**src/rtl/commit_pkg.sv**
```systemverilog
// Shared types, defaults and helpers for the writeback commit arbiter.
package commit_pkg;

    localparam int unsigned DATA_W_DEF = 64;
    localparam int unsigned RN_W_DEF   = 6;
    localparam int unsigned RN_NONE    = 0;

    // Round-robin pointer width: clog2 of the channel count, never below 1.
    function automatic int unsigned ptr_w(input int unsigned n);
        return (n > 2) ? $clog2(n) : 1;
    endfunction

endpackage

```
**src/rtl/rr_select.sv**
```systemverilog
// Rotating priority pick: first requester at or after ptr, wrapping once around.
module rr_select
    import commit_pkg::*;
#(
    parameter int unsigned N  = 5,
    parameter int unsigned PW = ptr_w(N)
) (
    input  logic [N-1:0]  req,
    input  logic [PW-1:0] ptr,
    output logic [N-1:0]  gnt_oh,
    output logic [PW-1:0] gnt_idx,
    output logic          gnt_any
);

    int unsigned pos;

    always_comb begin
        gnt_oh  = '0;
        gnt_idx = '0;
        gnt_any = 1'b0;
        pos     = 0;
        for (int unsigned k = 0; k < N; k++) begin
            pos = 32'(ptr) + k;
            if (pos >= N) pos = pos - N;
            if (!gnt_any && req[pos]) begin
                gnt_any     = 1'b1;
                gnt_oh[pos] = 1'b1;
                gnt_idx     = PW'(pos);
            end
        end
    end

endmodule

```
**src/rtl/commit_arbiter.sv**
```systemverilog
// Writeback arbiter: round-robin retirement of execution results onto registered
// register-file write ports. Define COMMIT_BYPASS_EN to drive the fwd_* bypass.
module commit_arbiter
    import commit_pkg::*;
#(
    parameter int unsigned NUM_UNITS = 5,
    parameter int unsigned WB_PORTS  = 2,
    parameter int unsigned DATA_W    = DATA_W_DEF,
    parameter int unsigned RN_W      = RN_W_DEF
) (
    input  logic                          clk,
    input  logic                          rst_n,
    input  logic [NUM_UNITS-1:0]          unit_valid,
    input  logic [NUM_UNITS*DATA_W-1:0]   unit_result,
    input  logic [NUM_UNITS*RN_W-1:0]     unit_rn,
    output logic [NUM_UNITS-1:0]          unit_stall,
    input  logic                          hold,
    output logic [WB_PORTS-1:0]           wb_en,
    output logic [WB_PORTS*RN_W-1:0]      wb_rn,
    output logic [WB_PORTS*DATA_W-1:0]    wb_data,
    output logic [WB_PORTS-1:0]           fwd_valid,
    output logic [WB_PORTS*RN_W-1:0]      fwd_rn,
    output logic [WB_PORTS*DATA_W-1:0]    fwd_data
);

    localparam int unsigned PTR_W = ptr_w(NUM_UNITS);

    logic [RN_W-1:0]     ch_rn   [NUM_UNITS];
    logic [DATA_W-1:0]   ch_data [NUM_UNITS];
    logic [NUM_UNITS-1:0] cand_c;
    logic [NUM_UNITS-1:0] zero_rn_c;
    logic [NUM_UNITS-1:0] granted_c;

    logic [WB_PORTS-1:0]        port_any;
    logic [WB_PORTS*PTR_W-1:0]  port_idx;
    logic [WB_PORTS*RN_W-1:0]   port_rn;
    logic [WB_PORTS*DATA_W-1:0] port_data;

    logic [PTR_W-1:0]           rr_ptr_q, rr_ptr_d;
    logic [WB_PORTS-1:0]        wb_en_q, wb_en_d;
    logic [WB_PORTS*RN_W-1:0]   wb_rn_q, wb_rn_d;
    logic [WB_PORTS*DATA_W-1:0] wb_data_q, wb_data_d;

    for (genvar i = 0; i < NUM_UNITS; i++) begin : g_ch
        assign ch_rn[i]   = unit_rn[i*RN_W +: RN_W];
        assign ch_data[i] = unit_result[i*DATA_W +: DATA_W];
    end

    // rn==0 results retire without a port; everything else competes for ports.
    always_comb begin
        cand_c    = '0;
        zero_rn_c = '0;
        for (int unsigned i = 0; i < NUM_UNITS; i++) begin
            zero_rn_c[i] = unit_valid[i] & ~hold & (ch_rn[i] == RN_W'(RN_NONE));
            cand_c[i]    = unit_valid[i] & ~hold & (ch_rn[i] != RN_W'(RN_NONE));
        end
    end

    // One selector per port; each masks channels already granted and rns already written.
    for (genvar k = 0; k < WB_PORTS; k++) begin : g_port
        logic [NUM_UNITS-1:0] taken_in;
        logic [NUM_UNITS-1:0] blk_in;
        logic [NUM_UNITS-1:0] req;
        logic [NUM_UNITS-1:0] oh;
        logic [PTR_W-1:0]     idx;
        logic                 any;
        logic [RN_W-1:0]      rn_sel;
        logic [DATA_W-1:0]    data_sel;

        if (k == 0) begin : g_first
            assign taken_in = '0;
            assign blk_in   = '0;
        end else begin : g_next
            always_comb begin
                taken_in = g_port[k-1].taken_in | g_port[k-1].oh;
                blk_in   = g_port[k-1].blk_in;
                for (int unsigned i = 0; i < NUM_UNITS; i++) begin
                    if (g_port[k-1].any && (ch_rn[i] == g_port[k-1].rn_sel)) blk_in[i] = 1'b1;
                end
            end
        end

        assign req = cand_c & ~taken_in & ~blk_in;

        rr_select #(
            .N  (NUM_UNITS),
            .PW (PTR_W)
        ) u_sel (
            .req     (req),
            .ptr     (rr_ptr_q),
            .gnt_oh  (oh),
            .gnt_idx (idx),
            .gnt_any (any)
        );

        always_comb begin
            rn_sel   = '0;
            data_sel = '0;
            for (int unsigned i = 0; i < NUM_UNITS; i++) begin
                if (oh[i]) begin
                    rn_sel   = rn_sel | ch_rn[i];
                    data_sel = data_sel | ch_data[i];
                end
            end
        end

        assign port_any[k]                  = any;
        assign port_idx[k*PTR_W +: PTR_W]   = idx;
        assign port_rn[k*RN_W +: RN_W]      = rn_sel;
        assign port_data[k*DATA_W +: DATA_W] = data_sel;
    end

    assign granted_c  = g_port[WB_PORTS-1].taken_in | g_port[WB_PORTS-1].oh;
    assign unit_stall = unit_valid & ~(zero_rn_c | granted_c);

    // Pointer moves past the last channel granted a port; ports fill in scan order.
    int unsigned nxt;
    always_comb begin
        rr_ptr_d  = rr_ptr_q;
        nxt       = 0;
        wb_en_d   = port_any;
        wb_rn_d   = port_rn;
        wb_data_d = port_data;
        for (int unsigned k = 0; k < WB_PORTS; k++) begin
            if (port_any[k]) begin
                nxt = 32'(port_idx[k*PTR_W +: PTR_W]) + 1;
                if (nxt >= NUM_UNITS) nxt = 0;
                rr_ptr_d = PTR_W'(nxt);
            end
        end
    end

    always_ff @(posedge clk or negedge rst_n) begin
        if (!rst_n) begin
            rr_ptr_q  <= '0;
            wb_en_q   <= '0;
            wb_rn_q   <= '0;
            wb_data_q <= '0;
        end else begin
            rr_ptr_q  <= rr_ptr_d;
            wb_en_q   <= wb_en_d;
            wb_rn_q   <= wb_rn_d;
            wb_data_q <= wb_data_d;
        end
    end

    assign wb_en   = wb_en_q;
    assign wb_rn   = wb_rn_q;
    assign wb_data = wb_data_q;

`ifdef COMMIT_BYPASS_EN
    // Same-cycle view of the grant mux, forced quiet while in reset.
    assign fwd_valid = rst_n ? port_any  : '0;
    assign fwd_rn    = rst_n ? port_rn   : '0;
    assign fwd_data  = rst_n ? port_data : '0;
`else
    assign fwd_valid = '0;
    assign fwd_rn    = '0;
    assign fwd_data  = '0;
`endif

endmodule

```
**config.mk**
```make
export PLATFORM = sky130hd
export DESIGN_NAME = commit_arbiter
export DESIGN_NICKNAME = d
export VERILOG_FILES = /design/src/rtl/commit_pkg.sv /design/src/rtl/rr_select.sv /design/src/rtl/commit_arbiter.sv
export SDC_FILE = /design/constraint.sdc
export NUM_CORES = 1
export LEC_CHECK = 0
export CORE_AREA = 2 2 254 256
export CTS_CLUSTER_DIAMETER = 60
export DETAILED_ROUTE_END_ITERATION = 16
export DIE_AREA = 0 0 256 258
export PLACE_DENSITY = 0.46
export RECOVER_POWER = 25
export SKIP_LAST_GASP = 1
export SYNTH_ARGS = -nofsm -noshare
export SYNTH_HDL_FRONTEND = slang
export SYNTH_SLANG_ARGS = --single-unit
```
**constraint.sdc**
```tcl
create_clock -name clk -period 11.8 [get_ports clk]
set_input_delay 3.54 -clock clk [delete_from_list [all_inputs] [get_ports clk]]
set_output_delay 3.54 -clock clk [all_outputs]
set_load 0.05 [all_outputs]
```
==> results.md <==
* Sequential share of power at 9.2%
* H-tree depth at 4
* Final Hold Fails at 0
* Overall Power at 8.666 mW
* Synthesis-to-layout area growth at 71.46%
* CTS Buffer Depth at 2
* 1st-pass router iterations at 8
* Final WS setup at -325.1 ps
* Failing checks: max-capacitance violations, max-slew violations, negative setup slack
* Total CTS buffers at 17
* Synth Warn # at 0
* Post-synth top flop: dfrtp_1
* Non-Filler Instances at 2996
* Critical path capture point type: output pin
* Final nets at 2501
* Cell count after placement at 2907
* Worst Setup Start Kind: primary input
* Post-DR wirelength/cell at 26.94 um
* Switching power at 4.817 mW
* FF+latch count, synth at 145
* Post-Route Setup TNS at -1509 ps
* Leakage power at 8.734 nW
* EDFF count, synth at 0
* Total gr overflow at 0
* Final GP Congestion at 0.9890
* Die Y at 258 um
* Clock Latency Late Sink at 450 ps
* Vias in the first global route at 15230
* Final setup fails at 5
* Crit-path max cell delay at 580 ps
* Max-slew violation count at 148
* Tcrit/Tclk final at 102.8%
* Final wirelength at 80710 um
* Slew @ Worst Pin at 4475 ps
* Run status: finished with violations
* Area of the die at 0.06605 mm^2
* Hold slack at 829.4 ps
* Sw frac at 55.59%
* Dpl hpwl at 61130 um
* Netlist cell types at 102
* Worst flop-to-flop path endpoint: wb_data[125]
* Post-synthesis sequential area ratio at 29.90%
* Largest net degree at the start of global routing at 77
* Reg-to-Reg Start: rr_ptr_q[1]
* Dpl ws at -1472 ps
* Critical-path maximum fanout at 4
* Chip width at 256 um
* Synth top area cells: dfrtp_1 30%, a22oi_1 12%, buf_4 9.4%
* Syn Std Cell Area at 0.01213 mm^2
* Max-Cap Viols at 2
* Synth Instances at 1426
* Total core area at 0.06365 mm^2
* RSZ-0062 raised after global routing: true
* Clock Power Share at 7.0%
* Worst Skew at 7.743 ps
* Reg2Reg Setup Slack at 3700 ps
* Clk Tree Root Cell: clkbuf_16
* I/O Pins at 647
* Worst R2R Path Depth at 30
* CP dominant cell by count: buf_6
* Hold-critical path endpoint: rr_ptr_q[1]
* # clock sinks at 145
* Initial Util at 19.06%
* VDD IR max at 210.0 uV
* Vias per cell at 5.165
* Critical Setup Path Class: primary input to output pin
* Slew HR at -198.4%
* Port buffer count at 504
* Critical Path Slowest Stage Cell: or4_4
* Vias at 15470
* Cell area after layout at 0.02081 mm^2
* Clock Pin Slew Worst Setup and Hold Paths at 60 ps
* DRC errors left at 0
* CTS tree: yes
* Global Route Usage Sum at 23.23%
* Combinational power share at 83.8%
* Worst Path Arrival at 8590 ps
* Largest area contributor in the netlist: dfrtp_1
* Int Power at 3.849 mW
* First-pass GRT wire length at 113000 um
* Rows at 93
* Share of post-route cells with drive strength above 1 at 21.82%
* Final min period at 12130 ps
* Avg Cell Area, Syn at 8.509 um^2
* HP Class: flop to flop
* Post-CTS Hold Fix Bufs at 0
* Critical Path RT at 8260 ps
* Area after DPL at 0.01908 mm^2
* Hold path depth at 3
* Ys async rst share at 100.0%
* PwrDens at 416.5 mW/mm^2
* Hold Startpoint: rr_ptr_q[1]
* Final ANT Viol Nets at 0
* Fin util at 32.69%
* Highest Clock Rate at 0.08247 GHz
* Post-synth top area share at 29.90%
* Detailed Route Iter0 Violations at 2088
* Antenna violations before repair at 13
flip-flops by register name, indices dropped and copies added (netlist names):
register and flops:
rr_ptr_q 3, wb_data 128, wb_rn 12, wb_en 2
cells by family (layout without fill, tap and decap cells):
group,after synthesis,count (layout),synth area share [%]
and+or+nand+nor,457,457,18.34
adders and majority gates,25,25,2.640
DFF,145,145,29.90
buffers and inverters,261,825,13.11
other,1,152,0.03090
xor gates and xnor gates,11,11,0.8559
AOI/OAI and AO/OA,506,506,33.43
muxes,20,20,1.691
final cells by class:
| cell class | count | area (um^2) |
|---|---|---|
| tap | 855 | 1070 |
| inverter | 26 | 97.59 |
| timing repair buffer | 767 | 7097 |
| antenna | 10 | 25.02 |
| clock buffer | 18 | 429.2 |
| sequential | 145 | 3628 |
| multi-input combinational | 1161 | 8258 |
| clock inverter | 14 | 200.2 |
| fill | 6659 | 42840 |
layer usage:
metal  global-route usage, %  up-vias  part of all wire (%)
li1                        -     6688                     -
met3                   4.348      152                   7.6
met4                   11.66        6                   5.1
met1                   27.90     7670                    39
met5                       0        -                 0.056
met2                   39.75      957                    48
cell usage in the layout, fill, tap and decap left out, drive strengths merged, types with 11 or more instances in the layout:
| master | instances |
|---|---|
| a222oi | 77 |
| nand4 | 13 |
| o21ai | 47 |
| buf | 279 |
| clkdlybuf4s50 | 462 |
| a21oi | 36 |
| ha | 24 |
| dlygate4sd2 | 15 |
| conb | 142 |
| clkbuf | 23 |
| mux2i | 16 |
| nand2 | 191 |
| a21o | 12 |
| nand3 | 79 |
| nor2 | 50 |
| nand2b | 11 |
| dfrtp | 145 |
| nor4 | 16 |
| inv | 32 |
| or3 | 14 |
| o211ai | 13 |
| nor3 | 35 |
| o31ai | 16 |
| a22oi | 197 |
cells in the mapped netlist (4+ instances only):
| cell | instances |
|---|---|
| a22oi_1 | 197 |
| nand2_1 | 190 |
| buf_4 | 152 |
| dfrtp_1 | 145 |
| nand3_1 | 79 |
| a222oi_1 | 77 |
| nor2_1 | 50 |
| clkbuf_1 | 47 |
| a21oi_1 | 33 |
| nor3_1 | 33 |
| o21ai_0 | 33 |
| buf_2 | 32 |
| inv_1 | 25 |
| ha_1 | 24 |
| mux2i_1 | 16 |
| or3_1 | 14 |
| nand4_1 | 13 |
| a21o_1 | 12 |
| o31ai_1 | 12 |
| nand2b_1 | 11 |
| nor4_1 | 11 |
| o211ai_1 | 11 |
| o21ai_1 | 11 |
| a211oi_1 | 10 |
| nor2b_1 | 9 |
| a31oi_1 | 7 |
| and4_1 | 7 |
| xnor2_1 | 7 |
| a21boi_0 | 6 |
| a32oi_1 | 6 |
| and2_1 | 5 |
| and3_1 | 5 |
| o22ai_1 | 5 |
| a2111oi_0 | 4 |
| a311oi_1 | 4 |
| a31o_2 | 4 |
| buf_1 | 4 |
| mux2_2 | 4 |
| nor3b_1 | 4 |
| nor4_2 | 4 |
| o2111ai_1 | 4 |
| o21a_1 | 4 |
| o221ai_1 | 4 |
worst max path at each step:
stage,startpoint,to,slack [ps],cells past startpoint
finish,unit_rn[29],unit_stall[3],-330,25
global route,unit_rn[27],unit_stall[1],-510,27
CTS,unit_rn[29],unit_stall[3],-390,21
detailed placement,unit_rn[26],unit_stall[1],-1470,23
global placement,unit_rn[18],unit_stall[3],-1500,25
floorplan,unit_rn[26],unit_stall[2],-130,19
power by group through the flow:
stage          combinational [mW]  sequential [mW]  clock (mW)
2_1_floorplan                3.23             1.40           0
3_3_place_gp                 6.60            0.807           0
3_5_place_dp                 6.56            0.809           0
4_1_cts                      7.03            0.802       0.620
5_1_grt                      7.65            0.817       0.643
6_report                     7.26            0.801       0.603
repair_timing:
item,CTS,global route
gates resized for setup,194,51
setup buffers,34,18
pin swaps,51,35
endpoints found under the setup margin,5,5
endpoints found under the hold margin,0,0
worst max-delay path, delay by kind of cell:
kind / cells / cell delay [ps]
and+or+nand+nor: 10 / 2260
xor gates and xnor gates: 1 / 160
buffers and inverters: 8 / 1120
AOI/OAI and AO/OA: 6 / 1480
(Power assumes the default switching activity.)
